==> config.mk <==
export PLATFORM = sky130hd
export DESIGN_NAME = lsb_ring
export DESIGN_NICKNAME = d
export VERILOG_FILES = /design/src/rtl/lsb_ring_pkg.sv /design/src/rtl/lsb_cdb_snoop.sv /design/src/rtl/lsb_ring.sv
export SDC_FILE = /design/constraint.sdc
export NUM_CORES = 2
export LEC_CHECK = 0
export ABC_AREA = 1
export CORE_ASPECT_RATIO = 0.5
export CORE_MARGIN = 10
export CORE_UTILIZATION = 40
export DETAILED_ROUTE_END_ITERATION = 10
export GPL_ROUTABILITY_DRIVEN = 0
export PLACE_DENSITY = 0.65
export SYNTH_ARGS = -nofsm -noshare
export SYNTH_HDL_FRONTEND = slang
export SYNTH_SLANG_ARGS = --single-unit
==> constraint.sdc <==
create_clock -name clk_in -period 7.05 [get_ports clk_in]
set_input_delay 0.705 -clock clk_in [delete_from_list [all_inputs] [get_ports clk_in]]
set_output_delay 0.705 -clock clk_in [all_outputs]
set_load 0.02 [all_outputs]
==> src/rtl/lsb_ring_pkg.sv <==
`default_nettype none
// ============================================================================
//  Module      : lsb_ring_pkg
//  Description : Shared definitions for the lsb_ring load/store buffer:
//                memory op encodings, store classification helper, default
//                ROB tag width, MMIO region tag and head FSM state type.
//  Revision    : 1.0 - initial release
// ============================================================================
package lsb_ring_pkg;

   localparam int ROB_W_DEF = 4;

   // addr[17:16] value that marks the I/O region
   localparam logic [1:0] MMIO_REGION = 2'b11;

   // bit3 distinguishes stores from loads
   typedef enum logic [3:0] {
      OP_LB  = 4'b0000,
      OP_LH  = 4'b0001,
      OP_LW  = 4'b0010,
      OP_LBU = 4'b0100,
      OP_LHU = 4'b0101,
      OP_SB  = 4'b1000,
      OP_SH  = 4'b1001,
      OP_SW  = 4'b1010
   } mem_op_e;

   typedef enum logic [0:0] {
      ST_IDLE     = 1'b0,
      ST_WAIT_MEM = 1'b1
   } head_state_e;

   function automatic logic is_store(input logic [3:0] op);
      return (op & 4'b1000) != 4'b0000;
   endfunction

endpackage
`default_nettype wire

==> src/rtl/lsb_cdb_snoop.sv <==
`default_nettype none
// ============================================================================
//  Module      : lsb_cdb_snoop
//  Description : Compares one producer tag against CDB_NUM result buses and
//                returns a hit flag plus the value of the matching bus. When
//                several buses match, the lowest bus index wins.
//  Ports       : tag_i        - producer tag being waited on
//                cdb_valid_i  - per-bus valid
//                cdb_rob_i    - concatenated bus tags (bus b at [b*ROB_W +: ROB_W])
//                cdb_value_i  - concatenated bus values (bus b at [b*32 +: 32])
//                hit_o        - some valid bus carries tag_i
//                value_o      - value of the selected bus (0 when no hit)
//  Revision    : 1.0 - initial release
// ============================================================================
module lsb_cdb_snoop
   import lsb_ring_pkg::*;
#(
   parameter int CDB_NUM = 2,
   parameter int ROB_W   = ROB_W_DEF
) (
   input  logic [ROB_W-1:0]         tag_i,
   input  logic [CDB_NUM-1:0]       cdb_valid_i,
   input  logic [CDB_NUM*ROB_W-1:0] cdb_rob_i,
   input  logic [CDB_NUM*32-1:0]    cdb_value_i,
   output logic                     hit_o,
   output logic [31:0]              value_o
);

   // Scan from the highest bus down so the lowest matching index is the
   // last assignment and therefore wins.
   always_comb begin
      hit_o   = 1'b0;
      value_o = '0;
      for (int b = CDB_NUM - 1; b >= 0; b--) begin
         if (cdb_valid_i[b] && (cdb_rob_i[b*ROB_W +: ROB_W] == tag_i)) begin
            hit_o   = 1'b1;
            value_o = cdb_value_i[b*32 +: 32];
         end
      end
   end

endmodule
`default_nettype wire

==> src/rtl/lsb_ring.sv <==
`default_nettype none
// ============================================================================
//  Module      : lsb_ring
//  Description : Parametrised in-order load/store buffer. Entries live in a
//                power-of-two ring; operands wake up by snooping CDB_NUM
//                result buses; the head entry performs one memory access at a
//                time. Load results and store readiness are broadcast to the
//                ROB. ROB-committed stores survive a flush.
//  Ports       : clk_in/rst_n_in         - clock, async active-low reset
//                rdy_in                  - global stall (low = hold state)
//                flush_in                - mispredict clear
//                full_out                - ring holds DEPTH entries
//                disp_*                  - dispatch from the decoder
//                cdb_*                   - snooped result buses
//                commit_store, rob_head  - ROB commit / head tag
//                mem_*                   - memory controller handshake
//                out_*                   - result broadcast to the ROB
//  Options     : LSB_MMIO_GUARD_EN - hold loads to addr[17:16]==2'b11 until
//                their tag is at the ROB head and no flush is active.
//  Revision    : 1.0 - initial release
// ============================================================================
module lsb_ring
   import lsb_ring_pkg::*;
#(
   parameter int DEPTH   = 8,
   parameter int ROB_W   = ROB_W_DEF,
   parameter int CDB_NUM = 2
) (
   input  logic                     clk_in,
   input  logic                     rst_n_in,
   input  logic                     rdy_in,
   input  logic                     flush_in,
   output logic                     full_out,
   input  logic                     disp_valid,
   input  logic [3:0]               disp_op,
   input  logic [31:0]              disp_base,
   input  logic [31:0]              disp_data,
   input  logic                     disp_base_dep,
   input  logic                     disp_data_dep,
   input  logic [ROB_W-1:0]         disp_base_q,
   input  logic [ROB_W-1:0]         disp_data_q,
   input  logic [31:0]              disp_imm,
   input  logic [ROB_W-1:0]         disp_rob,
   input  logic [CDB_NUM-1:0]       cdb_valid,
   input  logic [CDB_NUM*ROB_W-1:0] cdb_rob,
   input  logic [CDB_NUM*32-1:0]    cdb_value,
   input  logic                     commit_store,
   input  logic [ROB_W-1:0]         rob_head,
   output logic                     mem_req,
   output logic [3:0]               mem_op,
   output logic [31:0]              mem_addr,
   output logic [31:0]              mem_wdata,
   input  logic                     mem_done,
   input  logic [31:0]              mem_rdata,
   output logic                     out_valid,
   output logic [ROB_W-1:0]         out_rob,
   output logic [31:0]              out_value
);

   localparam int PTR_W = $clog2(DEPTH);
   localparam int CNT_W = PTR_W + 1;

   // ---------------- entry storage ----------------
   logic [DEPTH-1:0] valid_q, db_q, dd_q, committed_q, reported_q;
   logic [3:0]       op_q  [DEPTH];
   logic [31:0]      vb_q  [DEPTH];
   logic [31:0]      vd_q  [DEPTH];
   logic [31:0]      imm_q [DEPTH];
   logic [ROB_W-1:0] qb_q  [DEPTH];
   logic [ROB_W-1:0] qd_q  [DEPTH];
   logic [ROB_W-1:0] rob_q [DEPTH];

   logic [PTR_W-1:0] head_q, tail_q;
   logic [CNT_W-1:0] count_q;

   head_state_e state_q, state_d;
   logic        discard_q, discard_d;   // in-flight load was flushed

   logic             mem_req_q, out_valid_q;
   logic [3:0]       mem_op_q;
   logic [31:0]      mem_addr_q, mem_wdata_q, out_value_q;
   logic [ROB_W-1:0] out_rob_q;

   // ---------------- CDB snooping ----------------
   logic [DEPTH-1:0] b_hit, d_hit;
   logic [31:0]      b_val [DEPTH];
   logic [31:0]      d_val [DEPTH];
   logic             disp_b_hit, disp_d_hit;
   logic [31:0]      disp_b_val, disp_d_val;

   generate
      for (genvar i = 0; i < DEPTH; i++) begin : g_entry_snoop
         lsb_cdb_snoop #(.CDB_NUM(CDB_NUM), .ROB_W(ROB_W)) u_snoop_b (
            .tag_i(qb_q[i]), .cdb_valid_i(cdb_valid), .cdb_rob_i(cdb_rob),
            .cdb_value_i(cdb_value), .hit_o(b_hit[i]), .value_o(b_val[i]));
         lsb_cdb_snoop #(.CDB_NUM(CDB_NUM), .ROB_W(ROB_W)) u_snoop_d (
            .tag_i(qd_q[i]), .cdb_valid_i(cdb_valid), .cdb_rob_i(cdb_rob),
            .cdb_value_i(cdb_value), .hit_o(d_hit[i]), .value_o(d_val[i]));
      end
   endgenerate

   lsb_cdb_snoop #(.CDB_NUM(CDB_NUM), .ROB_W(ROB_W)) u_snoop_disp_b (
      .tag_i(disp_base_q), .cdb_valid_i(cdb_valid), .cdb_rob_i(cdb_rob),
      .cdb_value_i(cdb_value), .hit_o(disp_b_hit), .value_o(disp_b_val));
   lsb_cdb_snoop #(.CDB_NUM(CDB_NUM), .ROB_W(ROB_W)) u_snoop_disp_d (
      .tag_i(disp_data_q), .cdb_valid_i(cdb_valid), .cdb_rob_i(cdb_rob),
      .cdb_value_i(cdb_value), .hit_o(disp_d_hit), .value_o(disp_d_val));

   // ---------------- head evaluation ----------------
   logic        head_store, ld_ok, st_ok, report, mmio_ok;
   logic [31:0] head_addr;

   assign head_store = is_store(op_q[head_q]);
   assign head_addr  = vb_q[head_q] + imm_q[head_q];

`ifdef LSB_MMIO_GUARD_EN
   // I/O loads have side effects: only issue once non-speculative.
   assign mmio_ok = (head_addr[17:16] != MMIO_REGION) || (rob_q[head_q] == rob_head);
`else
   logic w_unused_guard;
   assign w_unused_guard = ^{rob_head, MMIO_REGION};
   assign mmio_ok        = 1'b1;
`endif

   assign ld_ok = valid_q[head_q] && !head_store && !db_q[head_q] && mmio_ok;
   assign st_ok = valid_q[head_q] && head_store && committed_q[head_q]
                  && !db_q[head_q] && !dd_q[head_q];
   // A committed store is already known ready by the ROB, so it is never
   // reported (this matters for stores that reach the head after a flush).
   assign report = !flush_in && valid_q[head_q] && head_store && !db_q[head_q]
                   && !dd_q[head_q] && !reported_q[head_q] && !committed_q[head_q];

   // ---------------- head FSM ----------------
   logic issue, pop, ld_done;

   always_ff @(posedge clk_in or negedge rst_n_in) begin
      if (!rst_n_in) begin
         state_q   <= ST_IDLE;
         discard_q <= 1'b0;
      end else if (rdy_in) begin
         state_q   <= state_d;
         discard_q <= discard_d;
      end
   end

   always_comb begin
      state_d   = state_q;
      discard_d = discard_q;
      issue     = 1'b0;
      pop       = 1'b0;
      ld_done   = 1'b0;
      case (state_q)
         ST_IDLE: begin
            if (!flush_in && (ld_ok || st_ok)) begin
               issue   = 1'b1;
               state_d = ST_WAIT_MEM;
            end
         end
         ST_WAIT_MEM: begin
            if (mem_done) begin
               state_d   = ST_IDLE;
               discard_d = 1'b0;
               // A flushed load has already left the ring; only finish it.
               if (!discard_q) begin
                  pop     = 1'b1;
                  ld_done = !head_store && !flush_in;
               end
            end else if (flush_in && !discard_q && !head_store) begin
               discard_d = 1'b1;
            end
         end
         default: state_d = ST_IDLE;
      endcase
   end

   // ---------------- commit / flush selection ----------------
   logic [DEPTH-1:0] commit_sel, survive;
   logic [PTR_W-1:0] idx_c, idx_s, flush_k;
   logic [CNT_W-1:0] nsurv;
   logic             found_c, found_s;

   // Oldest valid uncommitted store, searched in age order from head.
   always_comb begin
      commit_sel = '0;
      found_c    = 1'b0;
      idx_c      = '0;
      for (int i = 0; i < DEPTH; i++) begin
         idx_c = head_q + PTR_W'(i);
         if (commit_store && !found_c && valid_q[idx_c] && is_store(op_q[idx_c])
             && !committed_q[idx_c]) begin
            commit_sel[idx_c] = 1'b1;
            found_c           = 1'b1;
         end
      end
   end

   // Flush keeps committed stores. The run of survivors may start after an
   // uncommitted in-flight head load, so the new head is the oldest survivor.
   always_comb begin
      survive = '0;
      nsurv   = '0;
      flush_k = '0;
      found_s = 1'b0;
      idx_s   = '0;
      for (int i = 0; i < DEPTH; i++) begin
         survive[i] = valid_q[i] && (committed_q[i] || commit_sel[i])
                      && !(pop && (head_q == PTR_W'(i)));
         nsurv      = nsurv + CNT_W'(survive[i]);
      end
      for (int i = 0; i < DEPTH; i++) begin
         idx_s = head_q + PTR_W'(i);
         if (!found_s && survive[idx_s]) begin
            flush_k = PTR_W'(i);
            found_s = 1'b1;
         end
      end
   end

   // ---------------- dispatch ----------------
   logic accept;

   assign full_out = (count_q == CNT_W'(DEPTH));
   // A slot freed by a completing access in the same cycle may be reused,
   // so a full ring still accepts when it pops.
   assign accept   = disp_valid && !flush_in && (!full_out || pop);

   // ---------------- datapath ----------------
   always_ff @(posedge clk_in or negedge rst_n_in) begin
      if (!rst_n_in) begin
         head_q      <= '0;
         tail_q      <= '0;
         count_q     <= '0;
         mem_req_q   <= 1'b0;
         mem_op_q    <= '0;
         mem_addr_q  <= '0;
         mem_wdata_q <= '0;
         out_valid_q <= 1'b0;
         out_rob_q   <= '0;
         out_value_q <= '0;
         valid_q     <= '0;
         db_q        <= '0;
         dd_q        <= '0;
         committed_q <= '0;
         reported_q  <= '0;
         for (int i = 0; i < DEPTH; i++) begin
            op_q[i]  <= '0;
            vb_q[i]  <= '0;
            vd_q[i]  <= '0;
            imm_q[i] <= '0;
            qb_q[i]  <= '0;
            qd_q[i]  <= '0;
            rob_q[i] <= '0;
         end
      end else if (rdy_in) begin
         // memory request
         if (issue) begin
            mem_req_q   <= 1'b1;
            mem_op_q    <= op_q[head_q];
            mem_addr_q  <= head_addr;
            mem_wdata_q <= vd_q[head_q];
         end else if ((state_q == ST_WAIT_MEM) && mem_done) begin
            mem_req_q <= 1'b0;
         end

         // result broadcast
         out_valid_q <= 1'b0;
         if (ld_done) begin
            out_valid_q <= 1'b1;
            out_rob_q   <= rob_q[head_q];
            out_value_q <= mem_rdata;
         end else if (report) begin
            out_valid_q <= 1'b1;
            out_rob_q   <= rob_q[head_q];
            out_value_q <= '0;
         end

         // ring pointers
         if (flush_in) begin
            head_q  <= head_q + flush_k;
            tail_q  <= head_q + flush_k + nsurv[PTR_W-1:0];
            count_q <= nsurv;
         end else begin
            head_q  <= head_q + PTR_W'(pop);
            tail_q  <= tail_q + PTR_W'(accept);
            count_q <= count_q + CNT_W'(accept) - CNT_W'(pop);
         end

         // entries; dispatch is last so it wins over a pop of the same slot
         for (int i = 0; i < DEPTH; i++) begin
            if (valid_q[i] && db_q[i] && b_hit[i]) begin
               vb_q[i] <= b_val[i];
               db_q[i] <= 1'b0;
            end
            if (valid_q[i] && dd_q[i] && d_hit[i]) begin
               vd_q[i] <= d_val[i];
               dd_q[i] <= 1'b0;
            end
            if (commit_sel[i]) begin
               committed_q[i] <= 1'b1;
            end
            if (report && (head_q == PTR_W'(i))) begin
               reported_q[i] <= 1'b1;
            end
            if (pop && (head_q == PTR_W'(i))) begin
               valid_q[i] <= 1'b0;
            end
            if (flush_in) begin
               valid_q[i] <= survive[i];
            end
            if (accept && (tail_q == PTR_W'(i))) begin
               valid_q[i]     <= 1'b1;
               op_q[i]        <= disp_op;
               vb_q[i]        <= (disp_base_dep && disp_b_hit) ? disp_b_val : disp_base;
               vd_q[i]        <= (disp_data_dep && disp_d_hit) ? disp_d_val : disp_data;
               db_q[i]        <= disp_base_dep && !disp_b_hit;
               dd_q[i]        <= disp_data_dep && !disp_d_hit;
               qb_q[i]        <= disp_base_q;
               qd_q[i]        <= disp_data_q;
               imm_q[i]       <= disp_imm;
               rob_q[i]       <= disp_rob;
               committed_q[i] <= 1'b0;
               reported_q[i]  <= 1'b0;
            end
         end
      end
   end

   assign mem_req   = mem_req_q;
   assign mem_op    = mem_op_q;
   assign mem_addr  = mem_addr_q;
   assign mem_wdata = mem_wdata_q;
   assign out_valid = out_valid_q;
   assign out_rob   = out_rob_q;
   assign out_value = out_value_q;

endmodule
`default_nettype wire

### Word-level counts from Yosys, hierarchy flattened

Index checks and enable logic that the tools add are counted.

* memories kept: 0
* ROM bits: 0
* bits in registers: 1054
* output and inout bits: 107
* input bits: 231
* memory bits (writable): 0
* bits in latches: 0

* muxes and demuxes: 352
* add/sub/neg operators: 21
* magnitude comparators: 24
* bitwise operators: 16
* shifts and indexed selects: 0
* eq/ne operators: 51
* multipliers: 0
* reductions and logical operators: 323
* div/mod/pow operators: 0

Operator list (count)
* 2-to-1 mux 32 bit: 78
* binary-select mux 32 bit (select 3 bit): 3
* 2-to-1 mux 1 bit: 189
* logical AND 1 bit: 177
* == test 4 bit: 36
* binary-select mux 4 bit (select 3 bit): 9
* AND reduction 2 bit: 51
* 2-to-1 mux 4 bit: 21
* binary-select mux 1 bit (select 3 bit): 27
* nonzero test 2 bit: 35
* 2-to-1 mux 8 bit: 8
* OR 8 bit: 7
* logical NOT 1 bit: 39
* adder 32 bit: 1
* greater-or-equal comparator 4 bit (second input constant): 8
* < comparator 3 x 4 -> 1 bit (second input constant): 8
* NOT 3 -> 4 bit: 8
* demux 1 bit (select 3 bit): 8
* == test 3 bit (second input constant): 8
* greater-or-equal comparator 3 x 1 -> 1 bit (second input constant): 8
* 2-to-1 mux 3 bit: 8
* nonzero test 3 bit: 8
* adder 4 x 1 -> 4 bit: 5
* adder 3 bit (second input constant): 4
* other kinds (16): 33

### Longest topological paths before layout

* word-level depth: 79
* mapped depth: 47
* gate-level depth less buffers: 37

### Hierarchy

A second synthesis with hierarchy kept.

* cells, all modules: 9750
* area, all modules: 71770.1 µm²

By module, submodules not included
* lsb_ring: area an instance 54496.0 µm², seq. area each 26375.3 µm², cells an instance 7140, times used 1
* lsb_cdb_snoop: area an instance 959.7 µm², seq. area each 0.0 µm², cells an instance 145, times used 18

### Least setup slack after synthesis

OpenSTA, ideal clock, no wires.

* path kind: register to register
* from: reg head_q[0]
* to: reg tail_q[2]
* stages on the path, launching flop included: 40
* clock period less this slack: 7692 ps
* buffers on the path: 11
* arrival: 7573 ps
* slack: -642 ps
* path through: dfrtp_1 -> buf_6 -> inv_6 -> buf_6 -> clkbuf_1 -> clkbuf_1 -> buf_2 -> clkbuf_1 -> clkbuf_1 -> clkbuf_1 -> clkbuf_1 -> ha_1 -> inv_1 -> buf_2 -> nand3_1 -> nand2_1 -> nor2_1 -> nand2_1 -> (+4 left out) -> nand2_2 -> nor3_4 -> buf_6 -> nand3_1 -> nand3_2 -> nand2_1 -> inv_1 -> fa_1 -> fa_1 -> fa_1 -> ha_1 -> fa_1 -> fa_1 -> xor2_1 -> nand3_1 -> nand2_1 -> nor2_1 -> nor2_1

* word-level cells in the longest chain between the ends: 79
* elaborated cells between the ends (all ways): 281
* classes of those cells: 16 x add/sub; 16 x order compare; 7 x eq/ne; 118 x mux; 15 x bitwise; 109 x reduce/logical

Ends and longest elaborated chain
* from (decl): RTL line lsb_ring.sv:73 `logic [PTR_W-1:0] head_q, tail_q;`
* from (signal assigned): RTL line lsb_ring.sv:279 `head_q <= head_q + flush_k;`
* from (signal assigned): RTL line lsb_ring.sv:283 `head_q <= head_q + PTR_W'(pop);`
* parallel branches: the longest is 77 deep, another holds adder 3 x 1 -> 3 bit
* adder 3 bit (*): RTL line lsb_ring.sv:280 `tail_q <= head_q + flush_k + nsurv[PTR_W-1:0];`
* 2-to-1 mux 3 bit (*): RTL line lsb_ring.sv:278 `if (flush_in) begin`
* to (signal assigned): RTL line lsb_ring.sv:280
* to (signal assigned): RTL line lsb_ring.sv:284 `tail_q <= tail_q + PTR_W'(accept);`
* to (decl): RTL line lsb_ring.sv:73

Mark *: on every way between the ends. The select of a mux whose other input is x is not followed.
A chain may end at the register's enable or synchronous reset.

### Worst setup path in the final report

Ends and elaborated chain as after synthesis.

==> impl_metrics.json <==
{
  "async_reset_ff_share_pct": 100,
  "dp_hpwl_mm": 158,
  "syn_area_per_cell_um2": 7.21,
  "yosys-top-cells-area": "dfrtp_1 (42%), o21ai_0 (14%), nand2_1 (8.1%)",
  "post_cts_buffers": 0,
  "detail-route-antenna-nets": 0,
  "synthMuxAreaShare_pct": 0,
  "vias": 64600,
  "top_regs": "imm_q x256, vb_q x256, vd_q x256",
  "yosysWarnings": 0,
  "synth_fa_ha_area_share_pct": 1.35,
  "start_util_pct": 40.4,
  "drtIter0Drc": 9440,
  "synth.distinct_cells": 59,
  "relSlewSlack_pct": 4.77,
  "yosysMostFrequentCell": "o21ai_0",
  "grt_overflow": 0,
  "holdBufCountCts": 0,
  "dr.pass1.iters": 9,
  "synth_seq_cells": 1054,
  "die_h_um": 300,
  "synthCells": 8706,
  "antenna_found_initial": 16,
  "hold_viol": 0,
  "cts_htree_levels": 3,
  "layout-drive-gt1-share_pct": 5.15,
  "synth_top_family_by_area": "compound AO/OA/AOI/OAI gates",
  "placed_area_um2": 67500,
  "crit_required_ns": 7.68,
  "crit_type": "register to register",
  "irDropWorstVdd_v": 0.000325,
  "leakage_uw": 0.0309,
  "rr_endpoint": "tail_q[2]",
  "rsz0062_at_grt": "no",
  "maxCapViolations": 0,
  "synthSimpleGateAreaFrac_pct": 18.3,
  "worstMarginPinSlew_ns": 1.42,
  "setup_viol": 0,
  "cpPeakStageDelay_ns": 0.55,
  "cts_root_buf": "clkbuf_16",
  "viasPerCell": 6.02,
  "fin_crit_sh_pct": 94.9,
  "cp-start-kind": "register",
  "cts_sinks": 1054,
  "grt.total_usage_pct": 28.9,
  "min_path_type": "primary input to async pin",
  "multi_input_area_um2": 30900,
  "preCtsSetupSlack_ns": 0.474,
  "clock.fmax_mhz": 149,
  "slew_viol_final": 0,
  "row_count": 102,
  "cts_tree": "built",
  "synth_seq_area_share_pct": 42.0,
  "syn_area_um2": 62700,
  "cts_made_buffers": 106,
  "die_w_um": 580,
  "fin_area_um2": 71200,
  "yosys.area.top_type_share_pct": 42.0,
  "synth-xor-area-share_pct": 0.712,
  "synthTopCellsByCount": "o21ai_0 (1696), nand2_1 (1348), nor2_1 (1261), dfrtp_1 (1054), inv_1 (707)",
  "port-buffer-count": 333,
  "rr_worst_depth": 27,
  "die-area_um2": 174000,
  "arrival_ns": 7.32,
  "grt_pass1_vias": 59600,
  "synth-compound-area-share_pct": 28.4,
  "seq_area_um2": 26400,
  "layout.nets": 8843,
  "path_clk_slew_ns": 0.07,
  "tns_ns": 0,
  "worstReg2RegStart": "head_q[0]",
  "ios": 338,
  "status": "completed",
  "cts_buffer_depth": 3,
  "synth-edff-count": 0,
  "finalCriticalPeriod_ns": 6.69,
  "power_density_nw_per_um2": 455,
  "yosys.area.top_type": "dfrtp_1",
  "cp_max_fo": 83,
  "grt_max_degree": 160,
  "fin_ws_ns": 0.356,
  "slowest_stage": "dfrtp_4",
  "wl_per_cell_um": 24.6,
  "fillCellCount": 15500,
  "ctsResizeCount": 0,
  "finClkSkew_ns": 0.0510,
  "synth_flop_cell": "dfrtp_1",
  "area_growth_pct": 13.5,
  "cp-end-kind": "register",
  "syn_nets": 9000,
  "grt_pass1_wl_mm": 392,
  "power_uw": 32400,
  "r2r_setup_slack_ns": 0.36,
  "drc": 0,
  "worstSkewPairLatency_ns": 0.78,
  "wl_mm": 264,
  "core_area_um2": 155000
}
worst max-delay path, delay by kind of cell, from the launching register on:
| family | cells | cell delay, ns |
|---|---|---|
| XOR/XNOR | 1 | 0.19 |
| adder cells (fa/ha/maj) | 7 | 3.01 |
| buffers and inverters | 5 | 1.11 |
| flip-flops | 1 | 0.55 |
| AND/OR/NAND/NOR | 14 | 1.67 |
how the worst max path moves through the flow:
stage,from,to,depth (start not counted)
final,head_q[0],tail_q[2],27
after CTS,head_q[0],tail_q[2],29
after global routing,head_q[0],mem_addr[28],25
after detailed placement,head_q[0],tail_q[2],29
after floorplan,head_q[0],tail_q[2],39
after global placement,head_q[0],tail_q[2],29
routing by layer:
layer | GRT usage, % | vias to the layer above | part of all wire [%]
met1 | 38.6 | 30400 | 39
met3 | 7.18 | 851 | 12
met2 | 43.6 | 4129 | 42
met4 | 14.5 | 6 | 5.7
li1 | - | 29200 | -
met5 | 0 | - | 0.016
placed cells by master (no fill, tap or decap), types with 25 or more instances in the layout:
| cell type | instances |
|---|---|
| o21ai_0 | 1694 |
| nand2_1 | 1341 |
| nor2_1 | 1256 |
| dfrtp_1 | 1051 |
| inv_1 | 699 |
| a21oi_1 | 386 |
| a211oi_1 | 368 |
| clkdlybuf4s50_1 | 331 |
| nand3_1 | 229 |
| a31oi_1 | 199 |
| buf_4 | 158 |
| o211ai_1 | 143 |
| clkbuf_16 | 107 |
| o22ai_1 | 95 |
| o2111ai_1 | 56 |
| ha_1 | 55 |
| o21ai_1 | 38 |
| o311ai_0 | 30 |
| clkinv_2 | 27 |
| xnor2_1 | 26 |
| xor2_1 | 25 |
per-stage QoR:
step           utilization (%)  hold slack, ns  instances
6_report                  45.9          0.0158      10700
5_1_grt                   45.9          0.0781      10700
3_5_place_dp              43.5           0.457      10500
2_1_floorplan                -           0.409       8706
4_1_cts                   45.8          0.0360      10700
3_3_place_gp              43.5           0.452      10500
logic make-up (layout without fill, tap and decap cells):
kind of cell | Yosys count | after routing
DFF | 1054 | 1054
adders and majority gates | 63 | 63
buffers and inverters | 1515 | 1442
AOI/OAI and AO/OA | 3106 | 3106
xor gates and xnor gates | 51 | 51
other | 0 | 13
and+or+nand+nor | 2917 | 2917
final cells by class:
type	count	area share, %
Clock inverter	41	0.820
Timing Repair Buffer	504	6.71
Clock buffer	151	4.31
Inverter	746	3.99
Tap cell	2080	3.65
Multi-Input combinational cell	6137	43.4
Sequential cell	1054	37.0
Antenna cell	13	0.0457
power breakdown:
| part | leakage (uW) | internal, uW | total (uW) | switching (uW) |
|---|---|---|---|---|
| registers | 0.0134 | 8760 | 10200 | 1410 |
| clock network | 0.00180 | 3450 | 6140 | 2690 |
| logic | 0.0158 | 5260 | 16100 | 10900 |
| total | 0.0309 | 17500 | 32400 | 15000 |
No activity file was read; power rests on OpenSTA's default activity.
